$ cat config.mk
export PLATFORM = sky130hd
export DESIGN_NAME = prog_loader
export DESIGN_NICKNAME = d
export VERILOG_FILES = /design/src/rtl/prog_loader.sv
export SDC_FILE = /design/constraint.sdc
export NUM_CORES = 1
export LEC_CHECK = 0
export BUFFER_PORTS_ARGS = -buffer_cell sky130_fd_sc_hd__buf_2
export CAP_MARGIN = 20
export CORE_MARGIN = 5
export CORE_UTILIZATION = 54
export CTS_CLUSTER_DIAMETER = 200
export DETAILED_ROUTE_END_ITERATION = 8
export PLACE_DENSITY = 0.77
export REMOVE_ABC_BUFFERS = 1
export SLEW_MARGIN = 20
export SYNTH_ARGS = -nofsm -noshare
export SYNTH_HDL_FRONTEND = slang
export SYNTH_SLANG_ARGS = --single-unit
$ cat constraint.sdc
create_clock -name clk -period 2.4 [get_ports clk]
set_input_delay 0.36 -clock clk [delete_from_list [all_inputs] [get_ports clk]]
set_output_delay 0.36 -clock clk [all_outputs]
set_load 0.1 [all_outputs]
$ cat src/rtl/prog_loader.sv
// Program loader: parses a byte-stream frame (sync, address, count, 14-bit
// words, checksum) into single-cycle instruction-memory writes and holds the
// core in reset until a frame with a good checksum has been fully loaded.
module prog_loader #(
  parameter int unsigned ADDR_W    = 13,
  parameter int unsigned DATA_W    = 14,
  parameter logic [7:0]  SYNC_BYTE = 8'hA5,
  parameter int unsigned TIMEOUT   = 1000
) (
  input  logic              clk,
  input  logic              reset,
  input  logic [7:0]        rx_data,
  input  logic              rx_valid,
  output logic              rx_ready,
  output logic              mem_we,
  output logic [ADDR_W-1:0] mem_addr,
  output logic [DATA_W-1:0] mem_wdata,
  output logic              core_hold,
  output logic              done,
  output logic              error
);

  localparam int unsigned TimerW = $clog2(TIMEOUT + 1);
  localparam logic [TimerW-1:0] TimerMax = TimerW'(TIMEOUT - 1);

  typedef enum logic [3:0] {
    StIdle, StAddrH, StAddrL, StCntH, StCntL, StDataH, StDataL, StWrite, StCsum, StDone, StErr
  } state_e;

  state_e              state_q, state_d;
  logic [ADDR_W-1:0]   addr_q, addr_d;
  logic [DATA_W-1:0]   word_q, word_d;
  logic [15:0]         count_q, count_d;
  logic [7:0]          chk_q, chk_d;
  logic [TimerW-1:0]   timer_q, timer_d;
  logic                hold_q, hold_d;
  logic                done_q, done_d;
  logic                error_q, error_d;

  logic                accept;
  logic                in_frame;
  logic [7:0]          sum;

  assign accept   = rx_valid && (state_q != StWrite);
  assign sum      = chk_q + rx_data;
  // States that are waiting on a frame byte and therefore subject to timeout.
  assign in_frame = !(state_q inside {StIdle, StWrite, StDone, StErr});

  // State and datapath registers with synchronous reset.
  always_ff @(posedge clk) begin
    if (reset) begin
      state_q <= StIdle;
      addr_q  <= '0;
      word_q  <= '0;
      count_q <= '0;
      chk_q   <= '0;
      timer_q <= '0;
      hold_q  <= 1'b1;
      done_q  <= 1'b0;
      error_q <= 1'b0;
    end else begin
      state_q <= state_d;
      addr_q  <= addr_d;
      word_q  <= word_d;
      count_q <= count_d;
      chk_q   <= chk_d;
      timer_q <= timer_d;
      hold_q  <= hold_d;
      done_q  <= done_d;
      error_q <= error_d;
    end
  end

  // Frame parser next-state logic.
  always_comb begin
    state_d = state_q;
    addr_d  = addr_q;
    word_d  = word_q;
    count_d = count_q;
    chk_d   = chk_q;
    timer_d = '0;
    hold_d  = hold_q;
    done_d  = done_q;
    error_d = error_q;

    unique case (state_q)
      StIdle, StDone, StErr: begin
        state_d = StIdle;
        if (accept && (rx_data == SYNC_BYTE)) begin
          state_d = StAddrH;
          hold_d  = 1'b1;
          done_d  = 1'b0;
          error_d = 1'b0;
          chk_d   = '0;
        end
      end
      StAddrH: if (accept) begin
        addr_d  = ADDR_W'({rx_data[4:0], 8'h00});
        chk_d   = sum;
        state_d = StAddrL;
      end
      StAddrL: if (accept) begin
        addr_d  = addr_q | ADDR_W'(rx_data);
        chk_d   = sum;
        state_d = StCntH;
      end
      StCntH: if (accept) begin
        count_d = {rx_data, 8'h00};
        chk_d   = sum;
        state_d = StCntL;
      end
      StCntL: if (accept) begin
        count_d = {count_q[15:8], rx_data};
        chk_d   = sum;
        state_d = (count_d == 16'd0) ? StCsum : StDataH;
      end
      StDataH: if (accept) begin
        chk_d = sum;
        if (rx_data[7:6] != 2'b00) begin
          state_d = StErr;
          error_d = 1'b1;
        end else begin
          word_d  = DATA_W'({rx_data[5:0], 8'h00});
          state_d = StDataL;
        end
      end
      StDataL: if (accept) begin
        word_d  = word_q | DATA_W'(rx_data);
        chk_d   = sum;
        state_d = StWrite;
      end
      StWrite: begin
        // Write issues this cycle; step to the next word (address wraps).
        addr_d  = addr_q + 1'b1;
        count_d = count_q - 16'd1;
        state_d = (count_q == 16'd1) ? StCsum : StDataH;
      end
      StCsum: if (accept) begin
        chk_d = sum;
        if (sum == 8'h00) begin
          state_d = StDone;
          done_d  = 1'b1;
          hold_d  = 1'b0;
        end else begin
          state_d = StErr;
          error_d = 1'b1;
        end
      end
      default: state_d = StIdle;
    endcase

    // Inter-byte idle timer; accepted bytes leave it cleared.
    if (in_frame && !accept) begin
      if (timer_q == TimerMax) begin
        state_d = StErr;
        error_d = 1'b1;
      end else begin
        timer_d = timer_q + 1'b1;
      end
    end
  end

  // Outputs; reset forces reset values in the same cycle and kills a pending write.
  always_comb begin
    rx_ready  = reset || (state_q != StWrite);
    mem_we    = !reset && (state_q == StWrite);
    mem_addr  = reset ? '0 : addr_q;
    mem_wdata = reset ? '0 : word_q;
    core_hold = reset || hold_q;
    done      = !reset && done_q;
    error     = !reset && error_q;
  end

endmodule

==> summary.md, run 1 <==
| Metric | Value |
|---|---|
| Status | completed |
| Chip Width | 98.1 µm |
| Combinational family with the most area after synthesis | simple AND/OR/NAND/NOR gates |
| Synthesized netlist cell count | 541 |
| Max-slew violations | 0 |
| Tot GR Track Use | 22.9% |
| Max Freq | 0.431 GHz |
| Clock Latency Late Sink | 340 ps |
| Final hold vios | 0 |
| Synth Area in Adders | 4.03% |
| Nets | about 610 |
| Hpwl dp | 7950 µm |
| Worst stage delay on the critical path | 420 ps |
| Area leader, netlist | dfxtp_1 |
| Delay-heaviest family, CP | adder cells |
| Final Cycle Share | 96.7% |
| DR DRC count | 0 |
| Slew margin rel. | 59.7% |
| 1st-iter DRT viols | 340 |
| Full die area | 0.00961 mm² |
| Yosys warnings | 0 |
| Mux cell area share after synthesis | 1.43% |
| Crit Path Max Fanout | 3 |
| Synth cell types | 67 |
| Htree depth | 3 |
| Flops & latches, synth | 68 |
| Filler cells | 657 |
| CTS tree | done |
| Final setup fails | 0 |
| Core area | about 0.0076 mm² |
| Total number of vias | 4206 |
| Most common cell in the synthesized netlist | nor2_1 |
| Post-route minimum period | 2320 ps |
| Async set-reset flop share out of synthesis | 0% |
| Post-CTS Hold Buffers | 0 |
| Leakage | 1.91 nW |
| Routability cong. | 0.965 |
| Initial core utilization | between 50% and 60% |
| Root Buffer | clkbuf_8 |
| PD cells | 506 mW/mm² |
| Row count | 32 |
| Die height | 98.1 µm |
| Top cell type's share of synthesized area | 32.5% |
| Largest net degree at the start of global routing | 35 |
| # Max-Cap Violations | 0 |
| Hold Path Class | input port to flip-flop |
| Drt via density | roughly 6 |
| Synth cell count leaders | nor2_1, dfxtp_1, nand2_1 |
| Setup crit start kind | flip-flop |
| Hold Worst Slack | 379 ps |
| First-pass GRT wire length | 18200 µm |
| Mean post-synth cell area | 7.74 µm² |
| Area grow syn2layout | 17.8% |
| Clock slew at reported path FFs | around 80 ps |
| Final WL | 11100 µm |
| Post-synthesis compound-gate area fraction | 25.3% |
| Number of flops mapped to enable cells by yosys | 0 |
| Worst path required time | 2650 ps |
| # diodes | 0 |
| Most used DFF post-synth | dfxtp_1 |
| Seq. cell area | roughly 0.0014 mm² |
| VDD IR-drop max | around 0.0004 V |
| Port buffer count | between 40 and 50 |
| Mapped Area | around 0.0042 mm² |
| Fraction of layout cells with a size suffix above 1 | 19.8% |
| WL/cell | 15.9 µm |
| Area of the multi-input gates | 0.00267 mm² |
| Ranking of synthesized cells by area | dfxtp_1, nor2_1, o21ai_0 |
| First drt pass iteration count | 6 |
| Simple-gate share of the synthesized area | 29.2% |
| Inserted Clock Buffers | 9 |
| Util after Layout | 64.5% |
| Initial antenna violation count | 0 |
| Ports | 43 |
| Worst setup EP type | flip-flop |
| Slowest library cell on the worst path | fa_2 |
| Clock sink count | 68 |
| Clock skew | 9.74 ps |
| Critical Path, Cell by Cell | ha_4 -> fa_2 -> xor2_1 -> nor3_1 -> o221ai_2 -> nor4_2 -> buf_4 -> o31ai_2 -> a211oi_1 |
| Register area share after synthesis | 32.5% |
| Synth Area in XOR/XNOR | 2.72% |
| Post-detailed-route count of antenna-violating nets | 0 |
| Clock buffer depth | 2 |
| RSZ-0062 raised after global routing | true |
| Worst path arrival time | 2570 ps |
| Crit path kind | flip-flop to flip-flop |
| Vias in the first global route | 3865 |
| Buf+Inv Stages, Crit Path | 1 |
| Worst-Margin Slew | 600 ps |
| Overflow after GRT | 0 |
-- worst register-to-register path, cell delays in order, from the launching register on --
cell and delay, ps:
dfxtp_2 340, ha_4 160, fa_2 420, xor2_1 200, nor3_1 220, o221ai_2 160, nor4_2 260, buf_4 170
o31ai_2 50, a211oi_1 240
-- what timing repair did --
item / 4_1_cts / 5_1_grt
hold endpoints to repair: 0 / 0
pin swaps: 2 / 5
setup buffers: 0 / 1
endpoints found under the setup margin: 1 / 4
gates resized for setup: 1 / 8
-- kinds of logic (layout without fill, tap and decap cells) --
| family | count (synthesis) | in the layout |
|---|---|---|
| adders and majority gates | 13 | 13 |
| and+or+nand+nor | 237 | 237 |
| buffers and inverters | 49 | 104 |
| DFF | 68 | 68 |
| xor gates and xnor gates | 13 | 13 |
| AOI/OAI and AO/OA | 155 | 155 |
| muxes | 6 | 6 |
-- cell type report --
cell class / instances / share of cell area (%)
Multi-Input combinational cell: 424 / 54.1
Sequential cell: 68 / 27.6
Timing Repair Buffer: 73 / 9.84
Clock buffer: 11 / 3.07
Tap cell: 102 / 2.59
Clock inverter: 5 / 1.67
Inverter: 15 / 1.14
-- flip-flops by register name (all words and copies together), names as in the netlist --
name and cells:
hold_q 1, addr_q 13, count_q 16, state_q 4
done_q 1, chk_q 8, word_q 14, timer_q 10
error_q 1
-- worst paths after layout --
check                           cells after the start  slack, ps                  start                     end
worst min-delay path                                2        380                  reset  addr_q[2]$_SDFFE_PP0P_
worst min register to register                      1        460  timer_q[0]$_SDFF_PP0_   timer_q[0]$_SDFF_PP0_
worst max register to register                      9         80  chk_q[0]$_SDFFE_PP0P_   state_q[0]$_SDFF_PP0_
worst max-delay path                                9         80  chk_q[0]$_SDFFE_PP0P_   state_q[0]$_SDFF_PP0_
-- stage by stage --
step                instances  worst slack (ps)  cell area, µm²  TNS, ps  power [mW]
finish                    698              79.7            4930        0        2.50
global route              698             -50.5            4930    -50.5        2.60
CTS                       697              5.75            4880        0        2.51
detailed placement        681              -203            4640     -631        1.40
global placement          681              -141            4640     -398        1.40
floorplan                 507              -921            4040    -1150        1.29
-- report_power, final --
part	switching (mW)	leakage, nW	internal (mW)
clock network	0.461	0.120	0.646
logic	0.152	1.24	0.0897
registers	0.0118	0.549	1.14
total	0.625	1.91	1.87
-- layer usage --
metal	track usage [%]	share of wire [%]	vias up
met5	0	0	-
met4	7.67	1.8	0
met3	4.50	7.2	23
met2	38.1	47	165
met1	29.9	44	1987
li1	-	-	2031
-- placed cells by master (no fill, tap or decap), types with 3 or more instances in the layout --
cell type	Yosys	routed
nand3_1	18	18
clkbuf_8	0	11
o21ai_0	41	41
dfxtp_1	68	67
nand2_1	44	44
buf_4	1	30
and2_1	5	5
o31ai_1	8	7
o21a_1	5	5
nor3b_1	7	7
mux2i_1	6	6
inv_1	15	15
nor2_1	79	79
a211oi_1	5	5
or2_2	5	5
a22o_1	14	14
o211ai_1	6	6
buf_2	13	40
nor2b_1	26	26
nand2b_1	5	5
a21oi_1	34	34
nor4_1	6	5
and3_1	4	4
nor3_1	14	14
buf_12	0	3
a22oi_1	14	14
xor2_1	8	8
a221oi_1	4	4
nand4_1	5	5
ha_1	11	10
xnor2_1	5	5
(Power assumes the default switching activity.)
==> run 2: changes to the inputs <==
--- a/config.mk
+++ b/config.mk
@@ -8,10 +8,10 @@
 export BUFFER_PORTS_ARGS = -buffer_cell sky130_fd_sc_hd__buf_2
 export CAP_MARGIN = 20
 export CORE_MARGIN = 5
-export CORE_UTILIZATION = 54
+export CORE_UTILIZATION = 50
 export CTS_CLUSTER_DIAMETER = 200
 export DETAILED_ROUTE_END_ITERATION = 8
-export PLACE_DENSITY = 0.77
+export PLACE_DENSITY = 0.72
 export REMOVE_ABC_BUFFERS = 1
 export SLEW_MARGIN = 20
 export SYNTH_ARGS = -nofsm -noshare
==> summary.md, run 2 (same netlist as run 1, synthesis figures left out) <==
| Metric | Value |
|---|---|
| Status | completed |
| Hold Worst Slack | about 350 ps |
| Reg2Reg Setup Slack | 100 ps |
| Tot GR Track Use | roughly 23% |
| PD cells | approximately 480 mW/mm² |
| Worst path most repeated cell | buf_4 |
| CTS tree | done |
| Combinational share of power | 10.4% |
| # Max-Cap Violations | 0 |
| Setup TNS Final | 0 ps |
| WL/cell | 16.3 µm |
| Reg-to-Reg Start | chk_q[0]$_SDFFE_PP0P_ |
| FF-to-FF End | state_q[0]$_SDFF_PP0_ |
| Clock share of power | 40.6% |
| Crit path kind | flip-flop to flip-flop |
| Hold Path Class | input port to flip-flop |
| Most frequent cells in the layout | nor2_1, dfxtp_1, nand2_1, o21ai_0, buf_2 |
| Worst R2R Path Depth | 10 |
| Total number of vias | 4149 |
| Worst setup margin | between 100 and 150 ps |
| Largest net degree at the start of global routing | 32 |
| Slowest library cell on the worst path | fa_2 |
| Final Power | between 2 and 2.5 mW |
| Fraction of layout cells with a size suffix above 1 | 19.6% |
| Critical Path, Cell by Cell | ha_2 -> fa_2 -> a211oi_2 -> buf_4 -> or4b_1 -> o2111ai_2 -> nor4_2 -> buf_4 -> o31ai_1 -> a211oi_1 |
| Max reg flops | 16 |
| Routability cong. | around 0.96 |
| Clock sink count | 68 |
| Post-route minimum period | about 2300 ps |
| Top reg by flops | count_q |
| # diodes | 0 |
| Worst-Margin Slew | a little over 600 ps |
| Clock slew at reported path FFs | 70 ps |
| First-pass GRT wire length | 18900 µm |
| Final WL | 11400 µm |
| Worst hold start | reset |
| Max Freq | 0.435 GHz |
| First drt pass iteration count | 5 |
| Die height | 102 µm |
| VDD IR-drop max | 0.000294 V |
| Clock Latency Late Sink | 340 ps |
| Clock buffer depth | 2 |
| Worst stage delay on the critical path | between 300 and 400 ps |
| DR DRC count | 0 |
| Clock skew | 5.96 ps |
| Worst setup EP type | flip-flop |
| Area grow syn2layout | 16.7% |
| Crit Path Max Fanout | 3 |
| Setup crit start kind | flip-flop |
| Worst path arrival time | 2560 ps |
| Vias in the first global route | 4008 |
| Core area | roughly 0.0082 mm² |
| Slew margin rel. | 59.4% |
| Area of the multi-input gates | 0.00265 mm² |
| Hpwl dp | 8160 µm |
| Final setup fails | 0 |
| Post-detailed-route count of antenna-violating nets | 0 |
| Pint | 1.75 mW |
| Inserted Clock Buffers | 9 |
| Worst path required time | 2660 ps |
| Port buffer count | 42 |
| Htree depth | 3 |
| Sw Pwr | roughly 600 µW |
| Sequential power share | 49.0% |
| Leakage | 1.89 nW |
| Final hold vios | 0 |
| Switching Fraction | 25.2% |
| Nets | 616 |
| Row count | 33 |
| Full die area | between 0.01 and 0.015 mm² |
| Hold endpoint | addr_q[2]$_SDFFE_PP0P_ |
| Max-slew violations | 0 |
| Leading cell type in the layout, fill and taps excluded | nor2_1 |
| Seq. cell area | 0.00136 mm² |
| Initial core utilization | 51.2% |
| Root Buffer | clkbuf_8 |
| Regs by FF count | count_q x16, word_q x14, addr_q x13 |
| Final Cycle Share | 95.7% |
| Overflow after GRT | 0 |
| Pre-CTS WS | -211 ps |
| Drt via density | 5.92 |
| Filler cells | 743 |
| Chip Width | 102 µm |
| Hold path depth | 2 |
| Ports | 43 |
| Initial antenna violation count | 0 |
| 1st-iter DRT viols | around 280 |
run 2: how the worst max path moves through the flow:
stage	from	to
after floorplan	state_q[2]$_SDFF_PP0_	mem_we
after global placement	rx_data[0]	state_q[0]$_SDFF_PP0_
after detailed placement	rx_data[0]	state_q[0]$_SDFF_PP0_
after CTS	chk_q[0]$_SDFFE_PP0P_	state_q[0]$_SDFF_PP0_
after global routing	chk_q[0]$_SDFFE_PP0P_	state_q[0]$_SDFF_PP0_
final	chk_q[0]$_SDFFE_PP0P_	state_q[0]$_SDFF_PP0_
run 2: final cells by class:
type / count / area share (%)
Tap cell: 105 / 2.69
Sequential cell: 68 / 27.9
Clock buffer: 12 / 3.18
Inverter: 15 / 1.15
Timing Repair Buffer: 75 / 10.2
Multi-Input combinational cell: 424 / 54.1
Clock inverter: 2 / 0.717
run 2: per-stage QoR:
stage,cell area [µm²],util (%),std cells
final,4890,59.8,701
after global routing,4890,59.8,701
after CTS,4860,59.5,701
after detailed placement,4660,57.0,686
after global placement,4660,57.0,686
after floorplan,4040,-,507
run 2: power groups by stage:
| stage | clock [mW] | sequential, mW | combinational (mW) |
|---|---|---|---|
| 2_1_floorplan | 0 | 1.17 | 0.121 |
| 3_3_place_gp | 0 | 1.17 | 0.228 |
| 3_5_place_dp | 0 | 1.17 | 0.235 |
| 4_1_cts | 0.969 | 1.15 | 0.237 |
| 5_1_grt | 1.02 | 1.15 | 0.263 |
| 6_report | 0.951 | 1.15 | 0.245 |
run 2: timing repair:
item / in CTS / in global routing
hold buffers: 0 / 0
resized for setup: 1 / 5
pin swaps: 2 / 0
endpoints found under the setup margin: 2 / 7
buffers inserted: 1 / 0
run 2: critical path, delay by kind of cell (launching register included):
kind                     cells  cell delay [ps]
AO/OA/AOI/OAI                4              710
adder cells (fa/ha/maj)      2              560
buffers and inverters        2              330
flip-flops                   1              320
AND/OR/NAND/NOR              2              300
run 2: metal layers:
metal / GRT usage, % / wire, µm
met5: 0 / 0
met4: 6.24 / 177
met3: 4.61 / 789
met2: 37.8 / 5370
met1: 29.8 / 5080
